## config.mk

```make
export PLATFORM = sky130hd
export DESIGN_NAME = mem_arbiter
export DESIGN_NICKNAME = d
export VERILOG_FILES = /design/src/rtl/cpu_types_pkg.sv /design/src/rtl/arb_wait_timer.sv /design/src/rtl/mem_arbiter.sv
export SDC_FILE = /design/constraint.sdc
export NUM_CORES = 1
export LEC_CHECK = 0
export CAP_MARGIN = 5
export CORE_AREA = 10 10 96 98
export CTS_BUF_LIST = sky130_fd_sc_hd__clkbuf_2
export DETAILED_ROUTE_END_ITERATION = 7
export DIE_AREA = 0 0 106 108
export DONT_BUFFER_PORTS = 1
export SLEW_MARGIN = 0
export SYNTH_ARGS = -nofsm -noshare
export SYNTH_HDL_FRONTEND = slang
export SYNTH_SLANG_ARGS = --single-unit
```

## constraint.sdc

```tcl
create_clock -name CLK -period 1.74 [get_ports CLK]
set_input_delay 0.174 -clock CLK [delete_from_list [all_inputs] [get_ports CLK]]
set_output_delay 0.174 -clock CLK [all_outputs]
set_load 0.1 [all_outputs]
```

## src/rtl/cpu_types_pkg.sv

```systemverilog
// Shared CPU-side types: RAM handshake states, arbiter FSM states and arbiter defaults.
package cpu_types_pkg;

    typedef enum logic [1:0] {
        FREE   = 2'd0,
        BUSY   = 2'd1,
        ACCESS = 2'd2,
        ERROR  = 2'd3
    } ramstate_t;

    typedef enum logic [1:0] {
        IDLE = 2'd0,
        IGNT = 2'd1,
        DGNT = 2'd2,
        ERR  = 2'd3
    } arb_state_t;

    localparam int DEF_MAX_DSTREAK = 4;
    localparam int DEF_TIMEOUT     = 64;

endpackage

```

## src/rtl/arb_wait_timer.sv

```systemverilog
// Wait-cycle watchdog: counts enabled cycles since the last clear and flags the TIMEOUT-th.
// The flag is combinational on the current count; the count saturates at TIMEOUT-1.
module arb_wait_timer #(
    parameter int TIMEOUT = 64
) (
    input  logic clk_i,
    input  logic rst_i,
    input  logic clr_i,
    input  logic en_i,
    output logic expired_o
);
    localparam int CW = (TIMEOUT > 1) ? $clog2(TIMEOUT) : 1;
    localparam logic [CW-1:0] LAST = CW'(TIMEOUT - 1);

    logic [CW-1:0] count_q, count_d;

    always_comb begin
        count_d = count_q;
        if (clr_i)
            count_d = '0;
        else if (en_i && count_q != LAST)
            count_d = count_q + 1'b1;
    end

    assign expired_o = !clr_i && en_i && (count_q == LAST);

    always_ff @(posedge clk_i or posedge rst_i) begin
        if (rst_i)
            count_q <= '0;
        else
            count_q <= count_d;
    end

endmodule

```

## src/rtl/mem_arbiter.sv

```systemverilog
// Single-port RAM arbiter between fetch and data; data wins until the streak limit forces a fetch.
// Request->hit is at least 2 cycles; requesters are stalled (held) until their hit strobe.
module mem_arbiter
    import cpu_types_pkg::*;
#(
    parameter int MAX_DSTREAK = DEF_MAX_DSTREAK,
    parameter int TIMEOUT     = DEF_TIMEOUT
) (
    input  logic        CLK,
    input  logic        RST,
    input  logic        iREN,
    input  logic [31:0] iaddr,
    output logic        ihit,
    output logic [31:0] iload,
    input  logic        dREN,
    input  logic        dWEN,
    input  logic [31:0] daddr,
    input  logic [31:0] dstore,
    output logic        dhit,
    output logic [31:0] dload,
    output logic        ramREN,
    output logic        ramWEN,
    output logic [31:0] ramaddr,
    output logic [31:0] ramstore,
    input  logic [31:0] ramload,
    input  ramstate_t   ramstate,
    output logic        mem_err
);
    localparam int SW = $clog2(MAX_DSTREAK + 1);
    localparam logic [SW-1:0] STREAK_MAX = SW'(MAX_DSTREAK);

    arb_state_t    state_q, state_d;
    logic [SW-1:0] streak_q, streak_d;
    logic          dreq, granted, req_held, expired;

    assign dreq     = dREN | dWEN;
    assign granted  = (state_q == IGNT) || (state_q == DGNT);
    assign req_held = (state_q == IGNT) ? iREN : dreq;

    arb_wait_timer #(.TIMEOUT(TIMEOUT)) u_wait_timer (
        .clk_i     (CLK),
        .rst_i     (RST),
        .clr_i     (!granted),
        .en_i      (granted && ramstate != ACCESS),
        .expired_o (expired)
    );

    // RAM side follows the live request: a withdrawn request drops its enable at once.
    always_comb begin
        ihit     = 1'b0;
        dhit     = 1'b0;
        iload    = '0;
        dload    = '0;
        ramREN   = 1'b0;
        ramWEN   = 1'b0;
        ramaddr  = '0;
        ramstore = '0;
        mem_err  = (state_q == ERR);
        case (state_q)
            IGNT: begin
                ramREN  = iREN;
                ramaddr = iaddr;
                if (iREN && ramstate == ACCESS) begin
                    ihit  = 1'b1;
                    iload = ramload;
                end
            end
            DGNT: begin
                ramaddr  = daddr;
                ramWEN   = dWEN;
                ramREN   = dREN && !dWEN;
                ramstore = dWEN ? dstore : '0;
                if (dreq && ramstate == ACCESS) begin
                    dhit  = 1'b1;
                    dload = ramload;
                end
            end
            default: ;
        endcase
    end

    always_comb begin
        state_d  = state_q;
        streak_d = streak_q;
        case (state_q)
            IDLE: begin
                if (dreq && (!iREN || streak_q < STREAK_MAX))
                    state_d = DGNT;
                else if (iREN)
                    state_d = IGNT;
            end
            IGNT, DGNT: begin
                if (!req_held || ramstate == ACCESS)
                    state_d = IDLE;
                else if (ramstate == ERROR || expired)
                    state_d = ERR;
            end
            default: ;
        endcase
        if (!iREN || ihit)
            streak_d = '0;
        else if (dhit && streak_q != STREAK_MAX)
            streak_d = streak_q + 1'b1;
    end

    always_ff @(posedge CLK or posedge RST) begin
        if (RST) begin
            state_q  <= IDLE;
            streak_q <= '0;
        end else begin
            state_q  <= state_d;
            streak_q <= streak_d;
        end
    end

endmodule

```

==> run summary <==
Core Region: 7450 sq um
Setup Viol. Count Final: 131
HP Class: in2reg
Max IR drop VDD: 2.24 mV
Hold Crit Start: iREN
Max clock buf depth: 2
Relative slew slack: 65.2%
P_sw: 7530 uW
Post-synthesis cell count: 264
H-tree Lvls: 1
DR pass1 iterations: 4
Synth top area share: 23.2%
Routability cong.: 0.780
Clk pwr share: 1.2%
First-pass GRT wire length: 18.8 mm
DR vias: 2585
Fin. Hold Viols: 0
Worst slew pin tran: 0.521 ns
Area grow syn2layout: 192%
Combinational share of power: 95.8%
Commonest non-fill, non-tap cell in the layout: buf_12
DR WL/cell: 28.5 um
Total gr overflow: 0
WL final: 13.9 mm
Setup WS post-layout: -0.236 ns
Synth area leader: and2_1
CP Data Required Time: 1.57 ns
Vias per cell: 5.30
Maxcap violations: 0
Final Core Density: 70.8%
Remaining DRCs: 0
Clk_lat worst skew: 0.27 ns
Die Width: 106 um
Most frequent cells in the layout: 110 x buf_12, 64 x and2_4, 34 x nor2_4
GRT Total Usage: 20.8%
Failing checks: setup timing
CP max FO: 10
Post-synth EDFFs: 0
CTS tree: yes
Fin nets: 529
Worst setup SP type: flip-flop
Peak Freq: 0.506 GHz
IO Port Bufs: 0
Initial antenna violation count: 0
Fin crit share: 114%
Mean Syn Cell Area: 6.84 sq um
Crit Path Class: reg2out
Die Ht: 108 um
CTS sink cnt: 11
Ys flop type: dfrtp_1
Setup TNS: -20.26 ns
Reg2Reg Setup Slack: 0.01 ns
IO Pins: 268
Slowest stage delay, CP: 0.42 ns
Core Rows: 32
Share of async-settable or async-resettable flops after synthesis: 100%
Netlist cell types: 32
TritonCTS buffer count: 3
Hold-critical path endpoint: streak_q[0]
Fin crit period: 1.98 ns
Arrival time worst endpoint: 1.80 ns
Synth Net Count: 406
Ys Warns: 0
R2R depth: 7
Vias in the first global route: 2820
Final Skew: 0.0115 ns
Synthesized area: 1810 sq um
Synth Register Bits: 11
Crit. End Element: primary output
Synth area leaders: and2_1 23%, dfrtp_1 15%, a22oi_1 13%
Run status: finished with violations
# diodes: 0
Pin count of the biggest net entering global routing: 46
DIE AREA: 11400 sq um
Internal: 4900 uW
Post-DRT Antenna Nets: 0
Detailed Place HPWL: 10.2 mm
Initial DRC Count: 104
Worst r2r src: state_q[1]
WHS Path Cells: 2
Slew Limit Fails: 0
Critical R2R Capture: state_q[1]
Leakage: 0.00209 uW
RSZ-0062 raised after global routing: yes
Clock Tree Root: clkbuf_2
Share of cells above drive strength 1: 84.2%
Crit-path cells: buf_6 > ha_4 > buf_6 > buf_12 > a22oi_2 > nor2_4 > buf_12
Power Dens Cells: 2360 nW/um^2
Sw Share: 60.6%
Initial Utilization: 24.2%
Crit path max-delay cell type: dfrtp_1
Worst hold slack: 0.116 ns
Clk slew on worst S/H paths: 0.11 ns
Post-synthesis sequential area ratio: 15.2%
Flop pwr share: 2.9%
## worst max-delay path by stage
stage	slack [ns]	start	end
after floorplan	-0.06	state_q[1]	ramaddr[10]
after global placement	0.08	state_q[1]	ramaddr[27]
after detailed placement	0.01	state_q[1]	ramaddr[27]
after CTS	-0.24	state_q[0]	iload[1]
after global routing	-0.30	state_q[1]	dload[7]
final	-0.24	state_q[1]	ramaddr[19]
## cells in the mapped netlist (2+ instances only)
cell type   n
nand3_1     3
o22a_1      2
o21ai_2     2
xor2_1      2
or3_1       2
inv_1       8
dfrtp_1    11
nor2b_1     2
o21ai_0     4
buf_2       5
and3_1     34
a22oi_1    32
mux2i_1     2
nor2_1     40
a311oi_1    2
a21oi_1     6
ha_1        7
and2_1     67
clkbuf_1   19
nand2_1     2
## cell families (layout without fill, tap and decap cells)
group                      count (synthesis)  in the layout  synth area share, %
and+or+nand+nor                          155            155                 48.2
AOI/OAI and AO/OA                         52             52                 21.3
buffers and inverters                     34            156                 7.83
DFF                                       11             11                 15.2
adders and majority gates                  7              7                 4.85
xor gates and xnor gates                   3              3                 1.46
muxes                                      2              2                 1.11
## metal layers
layer	share of wire (%)	GRT usage [%]	vias to the layer above
met4	1.6	3.87	0
met3	12	10.4	18
li1	-	-	1153
met2	55	40.7	183
met1	31	19.1	1231
met5	0	0	-
## power by group through the flow
stage                     combinational (uW)  clock (uW)  sequential [uW]
after floorplan                         7100           0              368
final                                  11900         150              367
after global routing                   12200         170              373
after CTS                              10800         156              361
after detailed placement               10100           0              370
after global placement                 10000           0              364
## metrics by stage
step,setup WS [ns],cells,cell area [sq um],total power [uW]
2_1_floorplan,-0.0594,264,2400,7470
3_3_place_gp,0.0787,453,4500,10400
3_5_place_dp,0.0104,453,4500,10500
4_1_cts,-0.241,473,4970,11400
5_1_grt,-0.297,488,5270,12800
6_report,-0.236,488,5270,12400
## flip-flops by register name (all words and copies together) (netlist names)
register              flops
u_wait_timer.count_q      6
streak_q                  3
state_q                   2
## critical path, delay by kind of cell, from the launching register on
family,cells,cell delay (ns)
fa+ha+maj,1,0.18
simple gates,1,0.09
buf+inv,4,0.59
flops,1,0.42
compound gates,1,0.25
## repair_timing
item,in CTS,in global routing
hold endpoints to repair,11,0
pin swaps,39,32
setup endpoints to repair,131,132
buffers inserted,10,10
hold buffers,1,0
cloned,5,9
resized for setup,52,34
## area by class of cell
cell class              count  area, sq um
clock buffers               4         20.0
fillers                   505         2170
inverters                   8         42.5
multi-input cells         219         2120
flip-flops and latches     11          275
well taps                 102          128
repair buffers            144         2690
Power figures use the tool's default switching activity.
